File: src/rtl/ex_hazard_ctrl.sv
// Hazard and forwarding controller beside the Execute stage: tracks in-flight rd's,
// registers the EX forward selects, inserts load-use stalls and sequences redirect squashes.
module ex_hazard_ctrl #(
  parameter int FLUSH_CYCLES = 2,
  parameter int CNT_W        = 16
) (
  input  logic             clock,
  input  logic             reset,
  input  logic             id_valid_ip,
  input  logic [4:0]       id_rs1_addr_ip,
  input  logic [4:0]       id_rs2_addr_ip,
  input  logic             id_rs1_used_ip,
  input  logic             id_rs2_used_ip,
  input  logic [4:0]       id_rd_addr_ip,
  input  logic             id_reg_write_ip,
  input  logic             id_is_load_ip,
  input  logic             ex_flush_en_ip,
  input  logic             ex_next_pc_valid_ip,
  output logic [1:0]       fa_mux_op,
  output logic [1:0]       fb_mux_op,
  output logic             stall_op,
  output logic             id_ex_bubble_op,
  output logic             if_id_flush_op,
  output logic [CNT_W-1:0] stall_count_op,
  output logic [CNT_W-1:0] flush_count_op
);

  localparam logic [1:0] FWD_REGFILE      = 2'b00;
  localparam logic [1:0] WB_RESULT_SELECT = 2'b01;
  localparam logic [1:0] EX_RESULT_SELECT = 2'b10;
  localparam logic [2:0] FLUSH_RELOAD     = 3'(FLUSH_CYCLES - 1);

  typedef enum logic {RUN, FLUSH} state_t;

  state_t     state_q, state_d;
  logic [2:0] cnt_q, cnt_d;

  // The WB slot retires without influencing any output here, so only EX and MEM are held.
  logic       ex_valid_q, ex_wr_q, ex_load_q;
  logic [4:0] ex_rd_q;
  logic       mem_valid_q, mem_wr_q;
  logic [4:0] mem_rd_q;

  logic [1:0]       fa_q, fa_d, fb_q, fb_d;
  logic [CNT_W-1:0] stall_cnt_q, flush_cnt_q;

  logic redirect, squash, accept, load_use, stall, bubble, ex_take;
  logic ex_prod, mem_prod;

  assign ex_prod  = ex_valid_q && ex_wr_q && (ex_rd_q != 5'd0);
  assign mem_prod = mem_valid_q && mem_wr_q && (mem_rd_q != 5'd0);
  assign redirect = ex_flush_en_ip && ex_next_pc_valid_ip;

  assign load_use = id_valid_ip && ex_prod && ex_load_q &&
                    ((id_rs1_used_ip && (id_rs1_addr_ip == ex_rd_q)) ||
                     (id_rs2_used_ip && (id_rs2_addr_ip == ex_rd_q)));

  // Squash has priority: a stall during a redirect would hold a wrong-path fetch.
  assign stall   = load_use && !squash;
  assign bubble  = load_use || squash;
  assign ex_take = id_valid_ip && !bubble;

  always_comb begin
    state_d = state_q;
    cnt_d   = cnt_q;
    squash  = 1'b0;
    accept  = 1'b0;
    case (state_q)
      RUN: begin
        if (redirect) begin
          squash = 1'b1;
          accept = 1'b1;
          if (FLUSH_CYCLES > 1) begin
            state_d = FLUSH;
            cnt_d   = FLUSH_RELOAD;
          end
        end
      end
      FLUSH: begin
        squash = 1'b1;
        if (redirect) begin
          accept = 1'b1;
          cnt_d  = FLUSH_RELOAD;
        end else if (cnt_q <= 3'd1) begin
          state_d = RUN;
          cnt_d   = 3'd0;
        end else begin
          cnt_d = cnt_q - 3'd1;
        end
      end
      default: begin
        state_d = RUN;
        cnt_d   = 3'd0;
      end
    endcase
  end

  // EX producer is the youngest, so it is tested before MEM.
  always_comb begin
    fa_d = FWD_REGFILE;
    fb_d = FWD_REGFILE;
    if (ex_take) begin
      if (id_rs1_used_ip && ex_prod && (id_rs1_addr_ip == ex_rd_q))
        fa_d = EX_RESULT_SELECT;
      else if (id_rs1_used_ip && mem_prod && (id_rs1_addr_ip == mem_rd_q))
        fa_d = WB_RESULT_SELECT;
      if (id_rs2_used_ip && ex_prod && (id_rs2_addr_ip == ex_rd_q))
        fb_d = EX_RESULT_SELECT;
      else if (id_rs2_used_ip && mem_prod && (id_rs2_addr_ip == mem_rd_q))
        fb_d = WB_RESULT_SELECT;
    end
  end

  always_ff @(posedge clock or posedge reset) begin
    if (reset) begin
      state_q     <= RUN;
      cnt_q       <= 3'd0;
      ex_valid_q  <= 1'b0;
      ex_wr_q     <= 1'b0;
      ex_load_q   <= 1'b0;
      ex_rd_q     <= 5'd0;
      mem_valid_q <= 1'b0;
      mem_wr_q    <= 1'b0;
      mem_rd_q    <= 5'd0;
      fa_q        <= FWD_REGFILE;
      fb_q        <= FWD_REGFILE;
      stall_cnt_q <= '0;
      flush_cnt_q <= '0;
    end else begin
      state_q     <= state_d;
      cnt_q       <= cnt_d;
      ex_valid_q  <= ex_take;
      ex_wr_q     <= id_reg_write_ip;
      ex_load_q   <= id_is_load_ip;
      ex_rd_q     <= id_rd_addr_ip;
      mem_valid_q <= ex_valid_q;
      mem_wr_q    <= ex_wr_q;
      mem_rd_q    <= ex_rd_q;
      fa_q        <= fa_d;
      fb_q        <= fb_d;
      if (stall && (stall_cnt_q != '1))
        stall_cnt_q <= stall_cnt_q + CNT_W'(1);
      if (accept && (flush_cnt_q != '1))
        flush_cnt_q <= flush_cnt_q + CNT_W'(1);
    end
  end

  assign fa_mux_op       = fa_q;
  assign fb_mux_op       = fb_q;
  assign stall_op        = stall;
  assign id_ex_bubble_op = bubble;
  assign if_id_flush_op  = squash;
  assign stall_count_op  = stall_cnt_q;
  assign flush_count_op  = flush_cnt_q;

endmodule

File: config.mk
export PLATFORM = sky130hd
export DESIGN_NAME = ex_hazard_ctrl
export DESIGN_NICKNAME = d
export VERILOG_FILES = /design/src/rtl/ex_hazard_ctrl.sv
export SDC_FILE = /design/constraint.sdc
export NUM_CORES = 1
export LEC_CHECK = 0
export ABC_AREA = 1
export BUFFER_PORTS_ARGS = -buffer_cell sky130_fd_sc_hd__buf_4
export CELL_PAD_IN_SITES_DETAIL_PLACEMENT = 0
export CELL_PAD_IN_SITES_GLOBAL_PLACEMENT = 2
export CORE_MARGIN = 5
export CORE_UTILIZATION = 31
export DETAILED_ROUTE_END_ITERATION = 12
export HOLD_SLACK_MARGIN = 0.1
export PLACE_DENSITY = 0.87
export SYNTH_ARGS = -nofsm -noshare
export SYNTH_HDL_FRONTEND = slang
export SYNTH_SLANG_ARGS = --single-unit
File: constraint.sdc
create_clock -name clock -period 2 [get_ports clock]
set_input_delay 0.4 -clock clock [delete_from_list [all_inputs] [get_ports clock]]
set_output_delay 0.4 -clock clock [all_outputs]
set_load 0.005 [all_outputs]
==> results of run 1 <==
## layout make-up
| class | instances | area share, % |
|---|---|---|
| clock buffers | 6 | 1.928 |
| inverters | 45 | 4.487 |
| multi-input cells | 283 | 38.48 |
| well taps | 129 | 4.287 |
| repair buffers | 68 | 14.22 |
| flip-flops and latches | 55 | 36.59 |
## worst min-delay path by stage
stage / from / end / slack [ns]
after floorplan: ex_wr_q$_DFF_PP0_ / mem_wr_q$_DFF_PP0_ / 0.35
after global placement: ex_valid_q$_DFF_PP0_ / mem_valid_q$_DFF_PP0_ / 0.36
after detailed placement: ex_valid_q$_DFF_PP0_ / mem_valid_q$_DFF_PP0_ / 0.37
after CTS: reset / flush_count_op[4]$_DFFE_PP0P_ / 0.16
after global routing: reset / ex_rd_q[4]$_DFF_PP0_ / 0.17
final: reset / mem_rd_q[4]$_DFF_PP0_ / 0.14
## metal layers
| metal | track usage, % | part of all wire [%] | up-vias |
|---|---|---|---|
| met5 | 0 | 0 | - |
| met4 | 3.246 | 1.1 | 0 |
| met3 | 2.985 | 5.2 | 7 |
| met2 | 21.80 | 47 | 49 |
| met1 | 16.98 | 46 | 1155 |
| li1 | - | - | 1335 |
## metrics by stage
step | instance area, um2 | cells | total power (uW)
CTS | 3724 | 584 | 2670
detailed placement | 3646 | 578 | 2063
global placement | 3646 | 578 | 2056
finish | 3765 | 586 | 2611
global route | 3765 | 586 | 2814
floorplan | 2993 | 387 | 1759
## placed cells by master (no fill, tap or decap)
master,netlist,final
xnor2_1,13,13
buf_4,1,66
dfrtp_1,55,54
nand3_2,1,2
nand2_4,1,1
ha_1,4,4
o21ai_0,6,6
a21oi_1,6,6
nand3_4,1,1
nor2_2,3,7
nand3_1,19,18
o21ai_1,4,4
or2_2,1,1
nand2_2,0,3
nor2_1,41,36
buf_12,0,2
dfrtp_2,0,1
nor3_1,5,5
clkbuf_8,0,5
nand2_1,141,138
nand4_4,1,1
nand4_1,11,11
xor2_1,21,21
inv_1,41,37
clkbuf_1,0,1
inv_2,4,8
nor2_4,1,2
o22ai_1,1,1
and2_1,1,1
nor3_2,1,1
## registers in the layout, indices dropped and copies added (netlist names)
register / flops
flush_count_op: 16
stall_count_op: 16
ex_rd_q: 5
mem_rd_q: 5
cnt_q: 3
fa_mux_op: 2
fb_mux_op: 2
ex_load_q: 1
ex_valid_q: 1
ex_wr_q: 1
mem_valid_q: 1
mem_wr_q: 1
state_q: 1
## cells by family after synthesis
group,synth area share (%)
flops,45.99
buf+inv,6.605
xor+xnor,9.950
fa+ha+maj,1.672
simple gates,32.90
compound gates,2.885
## where the power goes
| part | internal [uW] | switching [uW] |
|---|---|---|
| registers | 1240 | 146 |
| clock network | 235 | 339 |
| logic | 311 | 340 |
## worst reg2reg max path: cells and delay by family (launching register included)
kind | cells | cell delay, ns
xor gates and xnor gates | 1 | 0.15
DFF | 1 | 0.45
and+or+nand+nor | 4 | 0.45
adders and majority gates | 1 | 0.24
buffers and inverters | 2 | 0.32
## what timing repair did
item                       in CTS  in global routing
setup endpoints to repair       2                  2
gates cloned                    0                  0
pin swaps                       0                  7
resized for setup               2                 12
setup buffers                   0                  2
hold buffers                    0                  0
==> flow_metrics.tcl, run 1 <==
set metrics [dict create \
    yosysTopAreaCell "dfrtp_1" \
    gp_congestion 0.8190 \
    area_growth_pct 25.79 \
    cts_sinks 55 \
    rsz0062_at_grt "true" \
    cp_top_family "simple AND/OR/NAND/NOR gates" \
    grt_pass1_vias 2549 \
    crit_chain "inv_2 > nand2_1 > nand2_1 > nor2_2 > nand3_2 > nand2_4 > nand2_2 > nand2_2 > buf_4" \
    crit_start "ex_rd_q[0]$_DFF_PP0_" \
    syn_nets 415 \
    setup_ws_ns 0.1413 \
    clk_latency_ns 0.30 \
    ant_nets 0 \
    synth_area_leaders "dfrtp_1 46%, nand2_1 18%, xor2_1 6.1%" \
    finalCritPeriodShare_pct 92.94 \
    post-place-ws_ns 0.2389 \
    critPathLaunchType "register" \
    yosysSeqAreaShare_pct 45.99 \
    vdd_drop_max_mv 0.4855 \
    route.detailed.drc 0 \
    grt_max_degree 56 \
    htreeDepth 2 \
    setup_viol 0 \
    row_count 35 \
    max_slew_margin_pct 72.93 \
    dr.pass1.iters 4 \
    first_iter_violations 75 \
    holdWs_ns 0.1383 \
    crit_buf_inv 2 \
    cp_slowest_cell "dfrtp_1" \
    postSynthAreaPerCell_um2 7.734 \
    cts-root-buf "clkbuf_8" \
    power_density_nw_per_um2 693.6 \
    fin_crit_ns 1.859 \
    dieHeight_um 108.3 \
    synth_cells 387 \
    dp_hpwl_um 5399 \
    synth_edf_count 0 \
    synthArstFlopShare_pct 100.0 \
    drv_cap 0 \
    crit_path_end "id_ex_bubble_op" \
    vias_per_cell 4.345 \
    yosys.cell_types.count 27 \
    num-fill-cells 979 \
    cts_made_buffers 5 \
    slew_violations 0 \
    utilization_pct 40.36 \
    die_w_um 108.3 \
    wire_per_inst_um 12.09 \
    ff2ff_setup_slack_ns 0.29 \
    synthFlopType "dfrtp_1" \
    r2r_cells 8 \
    drive_gt1_share_pct 22.10 \
    arrival_ns 1.46 \
    synthMostInstantiatedCell "nand2_1" \
    grt_overflow 0 \
    clockBufferDepth 2 \
    initial_core_util_pct 32.09 \
    hold_class "in -> async" \
    critPathMaxFanout 5 \
    max_freq_ghz 0.5380 \
    cts_tree "yes" \
    worst_setup_path_end_kind "output port" \
    synth_warnings 0 \
    route.final.wire_length_um 7083 \
    finalSetupTns_ns 0 \
    port_buffers 62 \
    netlist_area_um2 2993 \
    synth-seq-cells 55 \
    seq_area_um2 1378 \
    cp_num_cells 9 \
    r2r_start "flush_count_op[0]$_DFFE_PP0P_" \
    boundaryPins 63 \
    synth_commonest_cells "141 x nand2_1, 55 x dfrtp_1, 41 x inv_1, 41 x nor2_1, 21 x xor2_1" \
    worst_pin_slew_ns 0.4056 \
    critPathRequiredTime_ns 1.60 \
    critPathKind "reg -> out" \
    nNetsFinal 486 \
    hold_viol 0 \
    clk_pin_slew_ns 0.09 \
    worst_clock_skew_ns 0.004101 \
    dieArea_um2 11720 \
    core_um2 9328 \
    grt_pass1_wl_um 12290 \
    cpPeakStageDelay_ns 0.43 \
    multi_input_area_um2 1449 \
    r2r-end "flush_count_op[11]$_DFFE_PP0P_" \
    grt.total_usage_pct 12.99 \
    leakagePower_uw 0.001916 \
    antennaDiodeCount 0 \
    outcome "completed" \
    yosys.area.top_type_share_pct 45.99 \
    via_count 2546 \
    antenna_found_initial 0 \
]
Note: power is estimated with default switching activity, not from simulation.
==> run 2: changes to the inputs <==
clock period = 2.08 ns   (was 2 ns; I/O delays follow)
==> run 2 against run 1 <==
Compared with the run above: hold slack got worse by 0.013 ns; die area unchanged; sequential share of layout area shrank 0.27 points; combinational power is 4.3% lower; setup slack lost 0.016 ns; critical path depth decreased by 1; count of clock-buffer cells in the layout is the same; via count rose by 1.1%; wire length increased by 2.8%; critical endpoint unchanged; clock power grew 45%; clock skew rose by 0.0051 ns.
==> flow_metrics.tcl, run 2 (synthesis results as in run 1) <==
set metrics [dict create \
    leakagePower_uw 0.001939 \
    critPathRequiredTime_ns 1.66 \
    area_growth_pct 26.84 \
    drv_cap 0 \
    worst_setup_path_end_kind "output port" \
    htreeDepth 2 \
    initial_core_util_pct 32.09 \
    ff2ff_setup_slack_ns 0.24 \
    gp_congestion 0.8278 \
    first_iter_violations 72 \
    grt_pass1_wl_um 12290 \
    cts_tree "yes" \
    ant_nets 0 \
    cts-root-buf "clkbuf_8" \
    max_slew_margin_pct 67.55 \
    antenna_found_initial 0 \
    arrival_ns 1.54 \
    hold_buffers 0 \
    nNetsFinal 485 \
    setup_viol 0 \
    vdd_drop_max_mv 0.5376 \
    antennaDiodeCount 0 \
    grt_overflow 0 \
    finalCritPeriodShare_pct 93.98 \
    row_count 35 \
    die_w_um 108.3 \
    r2r_start "flush_count_op[0]$_DFFE_PP0P_" \
    num-fill-cells 990 \
    r2r-end "flush_count_op[2]$_DFFE_PP0P_" \
    finalSetupTns_ns 0 \
    boundaryPins 63 \
    final_common_cell "nand2_1" \
    p_seq_share_pct 47.8 \
    dr.pass1.iters 4 \
    r2r_cells 8 \
    port_buffers 62 \
    worst_pin_slew_ns 0.4860 \
    core_um2 9328 \
    route.final.wire_length_um 7281 \
    via_count 2575 \
    critPathLaunchType "register" \
    wire_per_inst_um 12.40 \
    clk_pin_slew_ns 0.10 \
    slew_violations 0 \
    power_density_nw_per_um2 735.0 \
    dieArea_um2 11720 \
    fin_total_pwr_uw 2790 \
    worst_clock_skew_ns 0.009209 \
    hold_viol 0 \
    drive_gt1_share_pct 21.62 \
    route.detailed.drc 0 \
    final_cell_mix "140 x nand2_1, 66 x buf_4, 53 x dfrtp_1, 39 x inv_1, 36 x nor2_1" \
    clk_latency_ns 0.31 \
    clockBufferDepth 2 \
    p_switching_uw 822.2 \
    power.internal_uw 1968 \
    swShare_pct 29.47 \
    cts_sinks 55 \
    grt_max_degree 35 \
    dieHeight_um 108.3 \
    dp_hpwl_um 5500 \
    vias_per_cell 4.387 \
    max_freq_ghz 0.5116 \
    outcome "completed" \
    critPathMaxFanout 5 \
    cts_made_buffers 5 \
    fin_crit_ns 1.955 \
    grt.total_usage_pct 13.07 \
    hold_class "in -> async" \
    critPathKind "reg -> out" \
    grt_pass1_vias 2537 \
    clkPwrFrac_pct 29.9 \
    power_frac_comb_pct 22.3 \
]
==> run 2: cell count changes in the layout (fill, tap and decap cells not counted), moves of 2 or more <==
cell | before | now
inv_2 | 8 | 6
nand2_1 | 138 | 140
inv_1 | 37 | 39
nand2_2 | 3 | 1
bufinv_16 | 0 | 2
==> run 2: worst max-delay path, cell delays in order (launching register included) <==
cell and delay (ns):
dfrtp_2 0.45, nand2_1 0.07, nand2_1 0.06, nor2_2 0.16, nand3_2 0.12, nand2_4 0.10, nand2_1 0.07, nand2_1 0.09
buf_4 0.11
==> run 2: what timing repair did <==
action	4_1_cts	5_1_grt
cloned	0	0
setup endpoints to repair	1	13
buffers inserted	0	2
gates resized for setup	1	9
pin swaps	0	2
==> run 2: area by class of cell <==
type	instances	area, um2	share of cell area (%)
clock buffer	6	72.57	1.912
clock inverter	2	60.06	1.582
inverter	45	168.9	4.450
multi-input combinational	283	1439	37.90
sequential	55	1379	36.32
tap	129	161.4	4.252
timing repair buffer	67	515.5	13.58
==> run 2: routing by layer <==
layer / GRT usage [%] / share of wire [%] / wire length (um)
met3: 3.104 / 5.1 / 369
met2: 22.02 / 49 / 3604
met5: 0 / 0 / 0
met4: 2.705 / 0.76 / 55
met1: 17.14 / 45 / 3252
==> run 2: worst max-delay path by stage <==
| stage | startpoint | to | slack (ns) | cells past startpoint |
|---|---|---|---|---|
| final | ex_rd_q[0]$_DFF_PP0_ | id_ex_bubble_op | 0.13 | 8 |
| after CTS | flush_count_op[0]$_DFFE_PP0P_ | flush_count_op[2]$_DFFE_PP0P_ | 0.03 | 8 |
| after global routing | ex_rd_q[1]$_DFF_PP0_ | id_ex_bubble_op | -0.0006 | 8 |
| after floorplan | reset | cnt_q[0]$_DFFE_PP0P_ | 0.32 | 1 |
| after detailed placement | flush_count_op[0]$_DFFE_PP0P_ | flush_count_op[11]$_DFFE_PP0P_ | 0.07 | 8 |
| after global placement | flush_count_op[0]$_DFFE_PP0P_ | flush_count_op[11]$_DFFE_PP0P_ | 0.08 | 8 |
==> run 2: through the flow <==
step	std cells	worst slack, ns	instance area, um2	hold WS [ns]	utilization, %
2_1_floorplan	387	0.3211	2993	0.3535	-
3_3_place_gp	577	0.08419	3626	0.3597	38.87
3_5_place_dp	577	0.06873	3626	0.3693	38.87
4_1_cts	585	0.03427	3761	0.1347	40.32
5_1_grt	587	-0.0005558	3796	0.1651	40.70
6_report	587	0.1252	3796	0.1251	40.70
==> run 2: power groups by stage <==
stage | clock network, uW | logic, uW | registers, uW
final | 834 | 623 | 1330
after global routing | 903 | 703 | 1360
after CTS | 867 | 628 | 1330
after detailed placement | 0 | 626 | 1350
after global placement | 0 | 614 | 1350
after floorplan | 0 | 363 | 1330
==> run 3: changes to the inputs <==
CORE_ASPECT_RATIO = 1.25   (was default)
==> run 3 against run 2 <==
Compared with the run above: sequential power about the same; core utilization down 0.51 points; critical path depth unchanged; register-to-register slack better by 0.06 ns; clock skew down 0.0043 ns; fmax up 0.66%; clock power up 18%; global-route usage up 0.15 points; sequential share of layout area down 0.24 points; combinational power about the same; flip-flop and latch count unchanged; critical path type unchanged.
==> flow_metrics.tcl, run 3 (synthesis results as in run 1) <==
set metrics [dict create \
    rsz0062_at_grt "false" \
    hold_buffers 0 \
    core_um2 9509 \
    wire_per_inst_um 12.66 \
    p_seq_share_pct 45.3 \
    critPathKind "reg -> out" \
    grt_overflow 0 \
    power_frac_comb_pct 21.1 \
    first_iter_violations 102 \
    antennaDiodeCount 0 \
    critPathRequiredTime_ns 1.66 \
    clockBufferDepth 2 \
    cts_made_buffers 5 \
    cp_slowest_cell "dfrtp_2" \
    grt_pass1_vias 2600 \
    gp_congestion 0.7801 \
    worst_pin_slew_ns 0.5556 \
    fin_area_um2 3821 \
    via_count 2601 \
    vdd_drop_max_mv 0.5837 \
    hold_viol 0 \
    row_count 40 \
    ant_nets 0 \
    area_growth_pct 27.68 \
    nNetsFinal 484 \
    cts_sinks 55 \
    swShare_pct 29.09 \
    cts_tree "yes" \
    initial_core_util_pct 31.47 \
    p_switching_uw 855.5 \
    worst_clock_skew_ns 0.004908 \
    leakagePower_uw 0.001953 \
    fin_crit_ns 1.942 \
    grt_max_degree 28 \
    port_buffers 62 \
    outcome "completed" \
    arrival_ns 1.53 \
    grt_pass1_wl_um 12650 \
    setup_viol 0 \
    grt.total_usage_pct 13.22 \
    crit_buf_inv 1 \
    cpPeakStageDelay_ns 0.45 \
    dp_hpwl_um 5647 \
    utilization_pct 40.18 \
    route.final.wire_length_um 7382 \
    fin_total_pwr_uw 2941 \
    slew_violations 0 \
    power.internal_uw 2085 \
    final_common_cell "nand2_1" \
    drv_cap 0 \
    finalCritPeriodShare_pct 93.36 \
    boundaryPins 63 \
    power_density_nw_per_um2 769.6 \
    dieArea_um2 11730 \
    route.detailed.drc 0 \
    die_w_um 97.89 \
    hold_class "in -> async" \
    dr.pass1.iters 4 \
    drive_gt1_share_pct 21.23 \
    clkPwrFrac_pct 33.6 \
    postPlaceCellArea_um2 3630 \
    final_cell_mix "141 x nand2_1, 65 x buf_4, 53 x dfrtp_1, 39 x inv_1, 37 x nor2_1" \
    antenna_found_initial 0 \
    cts-root-buf "clkbuf_16" \
    htreeDepth 2 \
    worst_setup_path_end_kind "output port" \
    clk_pin_slew_ns 0.07 \
    dieHeight_um 119.9 \
    max_slew_margin_pct 62.90 \
    max_freq_ghz 0.5150 \
    ff2ff_setup_slack_ns 0.30 \
    crit_chain "nand2_1 > nand2_1 > nor2_1 > nand3_2 > nand2_4 > nand2_1 > nand2_1 > buf_4" \
    vias_per_cell 4.461 \
    finalSetupTns_ns 0 \
    critPathMaxFanout 5 \
    cp_common_cell "nand2_1" \
    cp_top_family "simple AND/OR/NAND/NOR gates" \
    clk_latency_ns 0.29 \
    critPathLaunchType "register" \
]
run 3: cell types whose count changed in the layout (fill, tap and decap cells not counted), sizes merged:
cell,previous run,this run
bufinv,2,1
clkinv,0,1
buf,67,66
run 3: per-layer routing:
layer	global-route usage (%)	share of wire (%)	wire, um	up-vias
met4	3.896	1.4	102	0
met1	16.38	43	3176	1212
li1	-	-	-	1330
met2	22.70	51	3731	51
met3	3.198	5.0	372	8
met5	0	0	0	-
run 3: power by group through the flow:
stage / Combinational [uW] / Clock, uW / Sequential [uW]
2_1_floorplan: 363 / 0 / 1330
3_3_place_gp: 620 / 0 / 1360
3_5_place_dp: 630 / 0 / 1350
4_1_cts: 636 / 1020 / 1330
5_1_grt: 711 / 1050 / 1360
6_report: 620 / 988 / 1330
run 3: repair_timing:
action                                  CTS  global route
resized for setup                         1             7
cloned                                    0             0
pin swaps                                 0             2
buffers inserted                          0             0
hold endpoints to repair                  0             0
endpoints found under the setup margin    1             2
run 3: metrics by stage:
step / setup slack, ns / hold WS [ns] / cells
after floorplan: 0.3211 / 0.3535 / 387
after global placement: 0.2110 / 0.3638 / 575
after detailed placement: 0.2801 / 0.3670 / 575
after CTS: 0.05095 / 0.2005 / 583
after global routing: 0.0006631 / 0.2137 / 583
final: 0.1381 / 0.1704 / 583
run 3: worst paths after layout:
check / from / end / depth (start not counted)
worst max-delay path: ex_rd_q[0]$_DFF_PP0_ / id_ex_bubble_op / 8
worst min-delay path: reset / flush_count_op[9]$_DFFE_PP0P_ / 2
worst max register to register: stall_count_op[0]$_DFFE_PP0P_ / stall_count_op[13]$_DFFE_PP0P_ / 8
worst min register to register: ex_valid_q$_DFF_PP0_ / mem_valid_q$_DFF_PP0_ / 0
max in group asynchronous: reset / ex_rd_q[1]$_DFF_PP0_ / 3
min in group clock: id_rd_addr_ip[3] / ex_rd_q[3]$_DFF_PP0_ / 1
run 3: layout make-up:
cell class | count | area (um2)
Fill cell | 1028 | 5688
Multi-Input combinational cell | 283 | 1434
Sequential cell | 55 | 1379
Timing Repair Buffer | 66 | 508.0
Inverter | 45 | 168.9
Tap cell | 126 | 157.7
Clock buffer | 6 | 138.9
Clock inverter | 2 | 35.03
